[src/rtl/addsub_nibble_seq_if.sv]
`default_nettype none
// +--------------------------------------------------------------------------+
// | addsub_nibble_seq_if : start/busy/done handshake bundle for the nibble   |
// | add/sub unit.                                          Revision: 1.0     |
// +--------------------------------------------------------------------------+
interface addsub_nibble_seq_if #(
   parameter int WIDTH = 16
);
   logic             start;
   logic [WIDTH-1:0] a;
   logic [WIDTH-1:0] b;
   logic             sub;
   logic             busy;
   logic             done;
   logic [WIDTH-1:0] sum;
   logic             ovfl;
   logic             zero;
   logic             neg;

   modport master (
      output start, a, b, sub,
      input  busy, done, sum, ovfl, zero, neg
   );

   modport slave (
      input  start, a, b, sub,
      output busy, done, sum, ovfl, zero, neg
   );
endinterface
`default_nettype wire

[src/rtl/addsub_nibble_seq.sv]
`default_nettype none
// +--------------------------------------------------------------------------+
// | addsub_nibble_seq : multi-cycle signed add/sub, one 4-bit nibble per     |
// | clock, LSB nibble first. Option macro: ADDSUB_SATURATE_EN. Revision: 1.0 |
// +--------------------------------------------------------------------------+
module addsub_nibble_seq #(
   parameter int WIDTH = 16
) (
   input  logic               clk,
   input  logic               rst_n,
   addsub_nibble_seq_if.slave bus
);
   localparam int NSTEPS = WIDTH / 4;
   localparam int IDXW   = (NSTEPS > 1) ? $clog2(NSTEPS) : 1;

   localparam logic [WIDTH-1:0] c_max_pos = {1'b0, {(WIDTH-1){1'b1}}};
   localparam logic [WIDTH-1:0] c_min_neg = {1'b1, {(WIDTH-1){1'b0}}};

   typedef enum logic [1:0] {
      S_IDLE = 2'd0,
      S_RUN  = 2'd1,
      S_DONE = 2'd2
   } state_t;

   state_t           r_state;
   state_t           w_state_next;
   logic             w_accept;
   logic             w_busy;
   logic             w_done;

   logic [WIDTH-1:0] r_a;
   logic [WIDTH-1:0] r_b;
   logic             r_carry;
   logic [IDXW-1:0]  r_idx;
   logic [WIDTH-1:0] r_sum;
   logic             r_ovfl;
   logic             r_zero;
   logic             r_neg;

   logic             w_last;
   logic [4:0]       w_nib;
   logic [WIDTH-1:0] w_sum_next;
   logic [WIDTH-1:0] w_sum_final;
   logic             w_ovfl;

   // ---------------- control FSM ----------------
   always_ff @(posedge clk or negedge rst_n) begin
      if (!rst_n) begin
         r_state <= S_IDLE;
      end else begin
         r_state <= w_state_next;
      end
   end

   always_comb begin
      w_state_next = r_state;
      w_accept     = 1'b0;
      w_busy       = 1'b0;
      w_done       = 1'b0;
      case (r_state)
         S_IDLE: begin
            if (bus.start) begin
               w_accept     = 1'b1;
               w_state_next = S_RUN;
            end
         end
         S_RUN: begin
            w_busy = 1'b1;
            if (w_last) begin
               w_state_next = S_DONE;
            end
         end
         S_DONE: begin
            w_done = 1'b1;
            if (bus.start) begin
               w_accept     = 1'b1;
               w_state_next = S_RUN;
            end else begin
               w_state_next = S_IDLE;
            end
         end
         default: begin
            w_state_next = S_IDLE;
         end
      endcase
   end

   // ---------------- shared nibble slice ----------------
   assign w_last = (r_idx == IDXW'(NSTEPS - 1));
   assign w_nib  = {1'b0, r_a[4*r_idx +: 4]} + {1'b0, r_b[4*r_idx +: 4]} + {4'd0, r_carry};

   always_comb begin
      w_sum_next                = r_sum;
      w_sum_next[4*r_idx +: 4]  = w_nib[3:0];
   end

   // B has already been inverted for subtraction, so this is the plain add rule
   assign w_ovfl = (r_a[WIDTH-1] == r_b[WIDTH-1]) && (w_sum_next[WIDTH-1] != r_a[WIDTH-1]);

   always_comb begin
      w_sum_final = w_sum_next;
`ifdef ADDSUB_SATURATE_EN
      if (w_last && w_ovfl) begin
         w_sum_final = r_a[WIDTH-1] ? c_min_neg : c_max_pos;
      end
`endif
   end

   // ---------------- datapath registers ----------------
   always_ff @(posedge clk or negedge rst_n) begin
      if (!rst_n) begin
         r_a     <= '0;
         r_b     <= '0;
         r_carry <= 1'b0;
         r_idx   <= '0;
         r_sum   <= '0;
         r_ovfl  <= 1'b0;
         r_zero  <= 1'b0;
         r_neg   <= 1'b0;
      end else if (w_accept) begin
         r_a     <= bus.a;
         r_b     <= bus.sub ? ~bus.b : bus.b;
         r_carry <= bus.sub;
         r_idx   <= '0;
      end else if (r_state == S_RUN) begin
         r_sum   <= w_sum_final;
         r_carry <= w_nib[4];
         if (w_last) begin
            r_ovfl <= w_ovfl;
            r_zero <= (w_sum_final == '0);
            r_neg  <= w_sum_final[WIDTH-1];
         end else begin
            r_idx  <= r_idx + IDXW'(1);
         end
      end
   end

   assign bus.busy = w_busy;
   assign bus.done = w_done;
   assign bus.sum  = r_sum;
   assign bus.ovfl = r_ovfl;
   assign bus.zero = r_zero;
   assign bus.neg  = r_neg;

   // c_max_pos/c_min_neg are referenced only in the saturating build
   logic w_unused_consts;
   assign w_unused_consts = ^{c_max_pos, c_min_neg};
endmodule
`default_nettype wire

[src/flat_wrapper.sv]
// flat-port wrapper written by rule: the top's interface ports become plain ports
module addsub_nibble_seq_flat 
#(
   parameter int WIDTH = 16
)
  (clk, rst_n, bus_start, bus_a, bus_b, bus_sub, bus_busy, bus_done, bus_sum, bus_ovfl, bus_zero, bus_neg);
  addsub_nibble_seq_if #(.WIDTH(WIDTH)) bus_i ();
  input  logic clk;
  input  logic rst_n;
  input wire logic [$bits(bus_i.start)-1:0] bus_start;
  input wire logic [$bits(bus_i.a)-1:0] bus_a;
  input wire logic [$bits(bus_i.b)-1:0] bus_b;
  input wire logic [$bits(bus_i.sub)-1:0] bus_sub;
  output wire logic [$bits(bus_i.busy)-1:0] bus_busy;
  output wire logic [$bits(bus_i.done)-1:0] bus_done;
  output wire logic [$bits(bus_i.sum)-1:0] bus_sum;
  output wire logic [$bits(bus_i.ovfl)-1:0] bus_ovfl;
  output wire logic [$bits(bus_i.zero)-1:0] bus_zero;
  output wire logic [$bits(bus_i.neg)-1:0] bus_neg;
  assign bus_i.start = bus_start;
  assign bus_i.a = bus_a;
  assign bus_i.b = bus_b;
  assign bus_i.sub = bus_sub;
  assign bus_busy = bus_i.busy;
  assign bus_done = bus_i.done;
  assign bus_sum = bus_i.sum;
  assign bus_ovfl = bus_i.ovfl;
  assign bus_zero = bus_i.zero;
  assign bus_neg = bus_i.neg;
  addsub_nibble_seq #(.WIDTH(WIDTH)) u_core (.clk(clk), .rst_n(rst_n), .bus(bus_i));
endmodule
[config.mk]
export PLATFORM = sky130hd
export DESIGN_NAME = addsub_nibble_seq_flat
export DESIGN_NICKNAME = d
export VERILOG_FILES = /design/src/rtl/addsub_nibble_seq_if.sv /design/src/rtl/addsub_nibble_seq.sv /design/src/flat_wrapper.sv
export SDC_FILE = /design/constraint.sdc
export NUM_CORES = 1
export LEC_CHECK = 0
export BUFFER_PORTS_ARGS = -buffer_cell sky130_fd_sc_hd__buf_2
export CAP_MARGIN = 20
export CORE_MARGIN = 2
export CORE_UTILIZATION = 40
export CTS_CLUSTER_DIAMETER = 200
export DETAILED_ROUTE_END_ITERATION = 16
export PLACE_DENSITY = 0.63
export RECOVER_POWER = 100
export SYNTH_ARGS = -nofsm -noshare
export SYNTH_HDL_FRONTEND = slang
export SYNTH_SLANG_ARGS = --single-unit
[constraint.sdc]
create_clock -name clk -period 3.5 [get_ports clk]
set_input_delay 0.525 -clock clk [delete_from_list [all_inputs] [get_ports clk]]
set_output_delay 0.525 -clock clk [all_outputs]
set_load 0.03 [all_outputs]
# After elaboration in Yosys (flattened, before gate mapping)
# Index checks and enable logic that the tools add are counted.
[op_classes] muxes=15 bitwise_logic=2 div_mod_pow=0 order_cmp=0 eq_ne=8 addsub=4 shift=4 reduce_logical=9 multipliers=0
[ops] cell="negator 4 -> 34 bit" n=1
[ops] cell="variable shift 4 x 34 -> 16 bit, first input constant" n=1
[ops] cell="indexed part select 4 x 34 -> 16 bit" n=1
[ops] cell="indexed part select 16 x 5 -> 4 bit" n=2
[ops] cell="bitwise mux 16 bit" n=1
[ops] cell="logical NOT 16 bit" n=1
[ops] cell="two-way mux 16 bit" n=1
[ops] cell="NOT 16 bit" n=1
[ops] cell="two-way mux 2 bit" n=5
[ops] cell="two-way mux 1 bit" n=7
[ops] cell="one-hot mux 2 bit (3 select lines)" n=1
[ops] cell="AND reduction 2 bit" n=3
[ops] cell="adder 4 x 4 -> 5 bit" n=1
[ops] cell="adder 5 x 1 -> 5 bit" n=1
[ops] cell="== test 2 bit, second input constant" n=2
[ops] cell="inequality test 2 x 1 -> 1 bit, second input constant" n=2
[ops] cell="AND reduction 3 bit" n=1
[ops] cell="adder 2 x 1 -> 2 bit, second input constant" n=1
[ops] cell="== test 2 x 1 -> 1 bit, second input constant" n=1
[ops] cell="logical NOT 2 bit" n=1
[ops] cell="inequality test 2 bit, second input constant" n=1
[ops] cell="nonzero test 2 bit" n=1
[ops] cell="OR reduction 2 bit" n=1
[ops] cell="== test 1 bit" n=1
[ops] cell="other kinds (3)" n=3
[totals] mem_bits_rw=0 out_inout_bits=21 ff_bits=56 latchBits=0 in_bits=36 elab_cells=51 memories=0 romBits=0

# Depth between registers and ports, before layout
# Gate-level depths: netlist of run 1.
[logic_depth] depth_word=7 mapped_depth=10 ltp_nobuf=8

# Worst setup path before layout of run 1
# OpenSTA, ideal clock, no wires.
[synth_path] path_kind="register to register" from="reg u_core.r_idx[0]" to="reg u_core.r_zero (netlist: u_core.bus.zero)" arrival_time_ns=3.073 path_buffers=2 period_less_slack_ns=3.177 slack_ns=0.323 setup_time_ns=0.104 path_stages_with_launch=11 required_time_ns=3.396 path_cell_list="dfrtp_1 -> buf_2 -> buf_2 -> mux4_2 -> fa_1 -> inv_1 -> fa_1 -> xnor2_1 -> o21ai_1 -> or4b_1 -> o41ai_2"
[synth_via] elab_chain_len=6 word_cells_on_any_way=11 cone_classes="add/sub (3); eq/ne (1); shift (4); mux (1); reduce/logical (2)"
[synth_rtl] item="start: declaration" line="addsub_nibble_seq.sv:34" text="logic [IDXW-1:0] r_idx;"
[synth_rtl] item="start signal: assignment" line="addsub_nibble_seq.sv:133" text="r_idx <= r_idx + IDXW'(1);"
[synth_rtl] item="indexed part select 16 x 5 -> 4 bit" line="addsub_nibble_seq.sv:90" text="assign w_nib = {1'b0, r_a[4*r_idx +: 4]} + {1'b0, r_b[4*r_idx +: 4]} + {4'd0, r_carry};"
[synth_rtl] item="adder 4 x 4 -> 5 bit" line="addsub_nibble_seq.sv:90"
[synth_rtl] item="adder 5 x 1 -> 5 bit" line="addsub_nibble_seq.sv:90"
[synth_rtl] item="indexed part select 4 x 34 -> 16 bit" line="addsub_nibble_seq.sv:94" text="w_sum_next[4*r_idx +: 4] = w_nib[3:0];"
[synth_rtl] item="bitwise mux 16 bit" line="addsub_nibble_seq.sv:94"
[synth_rtl] item="logical NOT 16 bit" line="addsub_nibble_seq.sv:130" text="r_zero <= (w_sum_final == '0);"
[synth_rtl] item="end signal: assignment" line="addsub_nibble_seq.sv:130"
[synth_rtl] item="end: declaration" line="addsub_nibble_seq.sv:37" text="logic r_zero;"
# Several ways; a longest one is shown, not always the timed one.
# A chain may end at the register's enable or synchronous reset.

# Final worst setup path of run 1
# Same ends and word-level chain as after synthesis.

==> qor.txt, run 1 <==
top post-synthesis cells by area: dfrtp_1 48%, nand2_1 9.9%, mux4_2 6.2%
max incr delay on CP: 0.56 ns
area share of the largest cell type after synthesis: 47.8%
dpl ws: 0.543 ns
initial antenna violation count: 0
Setup WS post-layout: 0.462 ns
Synth Cell Area: 2930 um^2
TritonCTS clock tree: built
syn nets: 339
CTS sink cnt: 56
Post-CTS Setup Inserts: 0
Final period util: 86.8%
area of the multi-input gates: 1420 um^2
Worst setup EP type: register
fmax: 0.329 GHz
Worst Setup Start Kind: register
largest net degree at the start of global routing: 36
cts hold-fix bufs: 0
Initial Util: 40.8%
slew of the pin with the lowest slew margin: 1.86 ns
H-tree lvl count: 2
vias: 2265
clock skew: 0.0109 ns
FP Rows: 31
post-synthesis sequential area ratio: 47.8%
GRT Total Usage: 17.7%
# nets final: 395
Fillers: 701
class of the worst hold path: in2reg
wire per inst: 14.4 um
area grow syn2layout: 14.8%
worst-path maximum fanout: 6
Area after DPL: 3320 um^2
clk_lat worst skew: 0.32 ns
Unique masters post-synth: 43
DR vias/cell: 5.06
Util after Layout: 46.9%
status: finished with violations
crit path buf inv count: 1
Clock Root Buffer: clkbuf_8
Crit path required time: 3.70 ns
Ant. Diodes: 0
TritonCTS Buffers: 5
port buffer count: 56
PwrDens: 990 nW/um^2
cell count after synthesis: 292
max_slew headroom: -23.7%
DIE HEIGHT: 89.6 um
Clock Path Buffers: 2
Top FF cell, synth: dfrtp_1
Overflow after GRT: 0
CTS-repair resized insts: 0
Syn. warnings: 0
cell with the most instances on the worst path: fa_1
Final Hold Fails: 0
Synth async-reset ratio: 100%
DRC errors left: 0
die width: 89.6 um
area leader, netlist: dfrtp_1
Lkg Pwr: 1.56 nW
Final Slew Violations: 36
FF+latch count, synth: 56
Final Critical Period: 3.04 ns
Mean Syn Cell Area: 10.0 um^2
design area: 3360 um^2
RSZ-0062 raised after global routing: no
count leader, synth: nand2_1
Worst EP arrival: 3.24 ns
die area: 8020 um^2
CP delay by family, top: adder cells
ordered cell list for the critical path: mux4_2 -> fa_1 -> inv_1 -> fa_1 -> xnor2_1 -> o21ai_1 -> or4b_1 -> o41ai_1
core area: 7180 um^2
Initial DRT Pass Iterations: 4
Setup-failing EPs final: 0
Detailed Route WL: 6440 um
WS Path Type: reg2reg
TNS Setup: 0 ns
routability cong.: 0.989
Clock transition at path regs: 0.10 ns
VDD IR max: 455 uV
slowest CP cell: mux4_2
Post-synth top cells: 77 x nand2_1, 56 x dfrtp_1, 18 x o21ai_0, 18 x xnor2_1, 12 x a22o_1
failing checks: max-capacitance violations, max-slew violations
Max Cap Viol: 1
Post-DRT Antenna Nets: 0
Ports: 57
share of cells above drive strength 1: 15.8%
first-pass GRT wire length: 11000 um
detailed placement HPWL: 4770 um
Post-synth EDFFs: 0
FF+latch area: 1400 um^2
Iter 0 DRT Violations: 79
vias in the first global route: 2275
==> metal layers <==
| metal | track usage [%] | vias to the layer above | part of all wire [%] |
|---|---|---|---|
| li1 | - | 1118 | - |
| met1 | 24.6 | 1077 | 48 |
| met2 | 28.5 | 61 | 46 |
| met3 | 2.93 | 9 | 4.0 |
| met4 | 5.29 | 0 | 1.6 |
| met5 | 0 | - | 0 |
==> cell families (layout without fill, tap and decap cells) <==
group,Yosys count,after routing,share of synthesized area (%)
AOI/OAI and AO/OA,56,56,12.9
xor gates and xnor gates,19,19,5.68
adders and majority gates,11,11,5.21
buffers and inverters,24,81,3.33
DFF,56,56,47.8
muxes,8,8,6.15
and+or+nand+nor,118,118,18.8
==> through the flow <==
step / instances / hold slack [ns] / total power (W)
6_report: 448 / 0.386 / 0.00333
4_1_cts: 447 / 0.309 / 0.00339
3_3_place_gp: 439 / 0.460 / 0.00298
3_5_place_dp: 439 / 0.462 / 0.00301
2_1_floorplan: 292 / 0.229 / 0.00250
5_1_grt: 448 / 0.391 / 0.00363
==> report_power, final <==
part / switching (W) / total (W) / leakage [nW] / internal (W)
Sequential: 0.000197 / 0.00110 / 0.719 / 0.000907
Combinational: 0.00116 / 0.00185 / 0.797 / 0.000690
Clock: 0.000213 / 0.000374 / 0.0445 / 0.000161
Total: 0.00157 / 0.00333 / 1.56 / 0.00176
==> registers in the layout (all words and copies together), names as in the netlist <==
signal           flops
u_core.bus.sum      16
u_core.r_a          16
u_core.r_b          16
u_core.r_idx         2
u_core.r_state       2
u_core.bus.neg       1
u_core.bus.ovfl      1
u_core.bus.zero      1
u_core.r_carry       1
==> final cells by class <==
class / count / share of cell area [%]
multi-input cells: 212 / 42.1
well taps: 99 / 3.68
flip-flops and latches: 56 / 41.7
clock buffers: 7 / 2.57
repair buffers: 63 / 8.63
inverters: 10 / 1.12
clock inverters: 1 / 0.223
==> cells in the final DEF (no fill, tap or decap), types with 2 or more instances in the layout <==
master     n
o21ai_0   18
buf_2     34
a21oi_1    6
nand2_1   77
dfrtp_1   56
ha_1       9
o21ai_1    3
nand2b_1   2
inv_1      9
nor2b_1    3
o31ai_1    4
nor4_1     3
nor2_1    10
nand3b_1   7
a21o_1     3
nor3_1     3
a31oi_1    2
clkbuf_1  27
fa_1       2
buf_4      3
a22o_1    12
nor4b_1    2
clkbuf_8   6
xnor2_1   18
nand3_1    4
mux4_2     8
==> worst paths after layout <==
check                                     start                 to  slack [ns]  depth (start not counted)
worst max-delay path            u_core.r_idx[0]    u_core.bus.zero        0.46                          8
worst max register to register  u_core.r_idx[0]    u_core.bus.zero        0.46                          8
worst min register to register    u_core.r_a[7]      u_core.r_a[7]        0.48                          2
min in group asynchronous                 rst_n  u_core.bus.sum[6]        0.70                          1
max in group asynchronous                 rst_n     u_core.r_b[11]        0.97                          2
worst min-delay path                   bus_a[6]      u_core.r_a[6]        0.39                          3
==> tightest hold or removal path, delay by kind of cell <==
kind | cells | cell delay (ns)
simple gates | 2 | 0.08
buf+inv | 1 | 0.07
No activity file was read; power rests on OpenSTA's default activity.
==> inputs of run 2 (changes only) <==
--- a/config.mk
+++ b/config.mk
@@ -5,6 +5,7 @@
 export SDC_FILE = /design/constraint.sdc
 export NUM_CORES = 1
 export LEC_CHECK = 0
+export ABC_AREA = 1
 export BUFFER_PORTS_ARGS = -buffer_cell sky130_fd_sc_hd__buf_2
 export CAP_MARGIN = 20
 export CORE_MARGIN = 2
==> run 2 against run 1 <==
  * The run still ends with max-capacitance violations, max-slew violations left
  * Synthesized area is 3.0% higher
  * Fmax is 5.1% higher
  * Flip-flop and latch count stayed put
  * Critical path type unchanged
  * Largest power group unchanged
  * Highest routed layer unchanged
==> qor.txt, run 2 <==
PwrDens: 953 nW/um^2
Mean Syn Cell Area: 7.72 um^2
Final Hold Fails: 0
Fillers: 793
Inst Count DP: 532
Final Critical Period: 2.89 ns
Initial DRT Pass Iterations: 4
top post-synthesis cells by area: dfrtp_1 46%, nand2_1 16%, o21ai_0 5.8%
first-pass GRT wire length: 12000 um
Worst Setup Start Kind: register
worst-path maximum fanout: 14
failing checks: max-capacitance violations, max-slew violations
FP Rows: 31
Finished Layout Cells: 540
FF+latch area: 1400 um^2
Setup-failing EPs final: 0
ordered cell list for the critical path: inv_1 -> o21ai_0 -> o22ai_1 -> fa_1 -> inv_1 -> fa_1 -> nor2_1 -> a21boi_0 -> nand2_1 -> nor2_1 -> nand3_1 -> nor2_1 -> nand3_1 -> nand2_1
area grow syn2layout: 13.3%
Clock Path Buffers: 2
die area: 8260 um^2
syn nets: 438
post-synthesis sequential area ratio: 46.4%
met2 wire length: 3050 um
commonest non-fill, non-tap cell in the layout: nand2_1
core area: 7290 um^2
die width: 90.9 um
area of the multi-input gates: 1410 um^2
crit path buf inv count: 2
clk_lat worst skew: 0.31 ns
Synth Cell Area: 3020 um^2
Clock transition at path regs: 0.10 ns
Ant. Diodes: 0
Post-synth top cells: 131 x nand2_1, 56 x dfrtp_1, 42 x nor2_1
Max Cap Viol: 1
Synth async-reset ratio: 100%
cts hold-fix bufs: 0
max_slew headroom: -9.98%
area share of the largest cell type after synthesis: 46.4%
RSZ-0062 raised after global routing: no
detailed placement HPWL: 5040 um
met3 WL: 297 um
DR vias/cell: 4.79
wire per inst: 12.4 um
area leader, netlist: dfrtp_1
Worst EP arrival: 3.14 ns
DRC errors left: 0
FF+latch count, synth: 56
max incr delay on CP: 0.50 ns
slew of the pin with the lowest slew margin: 1.65 ns
dpl ws: 0.640 ns
H-tree lvl count: 2
Crit path required time: 3.75 ns
Iter 0 DRT Violations: 130
vias: 2586
Unique masters post-synth: 27
wl on met1: 3280 um
cell count after synthesis: 391
Post-DRT Antenna Nets: 0
vias in the first global route: 2548
TritonCTS Buffers: 5
Overflow after GRT: 0
largest net degree at the start of global routing: 52
# nets final: 487
clock skew: 0.00821 ns
Post-CTS Setup Inserts: 0
Worst setup EP type: register
CP delay by family, top: adder cells
GRT Total Usage: 17.6%
WS Path Type: reg2reg
most frequent cells in the layout: 131 x nand2_1, 56 x dfrtp_1, 46 x o21ai_0, 43 x nor2_1, 35 x buf_2
Setup WS post-layout: 0.609 ns
TritonCTS clock tree: built
class of the worst hold path: in2reg
Final Slew Violations: 33
Lkg Pwr: 1.70 nW
Final period util: 82.6%
Top FF cell, synth: dfrtp_1
status: finished with violations
fmax: 0.346 GHz
Syn. warnings: 0
CTS-repair resized insts: 0
CTS sink cnt: 56
routability cong.: 0.905
Ports: 57
VDD IR max: 347 uV
share of cells above drive strength 1: 10.4%
slowest CP cell: dfrtp_1
initial antenna violation count: 0
port buffer count: 56
cell with the most instances on the worst path: nor2_1
count leader, synth: nand2_1
Post-synth EDFFs: 0
TNS Setup: 0 ns
Initial Util: 41.4%
Detailed Route WL: 6700 um
Clock Root Buffer: clkbuf_8
top sig layer: met4
DIE HEIGHT: 90.9 um
==> run 2: cell types whose count changed after synthesis, moves of 4 or more <==
| cell | delta |
|---|---|
| nand2_1 | +54 |
| nor2_1 | +32 |
| inv_1 | +22 |
| o21ai_0 | +17 |
| a22o_1 | -12 |
| mux4_2 | -8 |
| o21ai_1 | +8 |
| nand3_1 | +7 |
| o22ai_1 | +6 |
| nand3b_1 | -5 |
| o31ai_1 | -4 |
==> run 2: logic make-up after synthesis <==
family / synth area share [%]
adder cells (fa/ha/maj): 5.06
AND/OR/NAND/NOR: 25.0
XOR/XNOR: 4.64
AO/OA/AOI/OAI: 12.4
buffers and inverters: 6.47
flip-flops: 46.4
==> run 2: where the power goes <==
group / internal (W) / leakage [nW] / switching, W / total, W
clock network: 0.000162 / 0.0516 / 0.000211 / 0.000374
logic: 0.000586 / 0.939 / 0.00120 / 0.00178
registers: 0.000912 / 0.712 / 0.000194 / 0.00111
total: 0.00166 / 1.70 / 0.00160 / 0.00326
==> run 2: path summary, 6_finish.rpt <==
check | startpoint | to | slack, ns | depth (start not counted)
setup / recovery | u_core.r_idx[1] | u_core.bus.zero | 0.61 | 14
hold / removal | bus_a[0] | u_core.r_a[0] | 0.41 | 3
setup reg to reg | u_core.r_idx[1] | u_core.bus.zero | 0.61 | 14
hold reg to reg | u_core.r_a[10] | u_core.r_a[10] | 0.49 | 2
max in group asynchronous | rst_n | u_core.r_idx[1] | 0.96 | 2
min in group asynchronous | rst_n | u_core.bus.sum[1] | 0.62 | 1
==> run 2: final cells by class <==
cell class	instances	share of cell area [%]
inverters	33	3.62
clock buffers	6	2.41
well taps	99	3.62
multi-input cells	286	41.2
flip-flops and latches	56	41.0
clock inverters	2	0.402
repair buffers	58	7.75
==> run 2: layer usage <==
metal,track usage [%],vias to the layer above
met5,0,-
met3,2.92,6
met2,29.3,68
li1,-,1338
met1,23.8,1174
met4,4.80,0
==> run 2: per-stage QoR <==
stage          utilization (%)  total power, W  hold slack [ns]  area [um^2]
2_1_floorplan                -         0.00249            0.229         3020
3_3_place_gp              46.2         0.00291            0.458         3370
3_5_place_dp              46.2         0.00295            0.466         3370
4_1_cts                   47.5         0.00334            0.264         3460
5_1_grt                   46.9         0.00364            0.404         3420
6_report                  46.9         0.00326            0.407         3420
==> run 2: worst min-delay path, stage by stage <==
cell	delay (ns)
buf_2	0.07
nand2_1	0.04
nand2_1	0.05
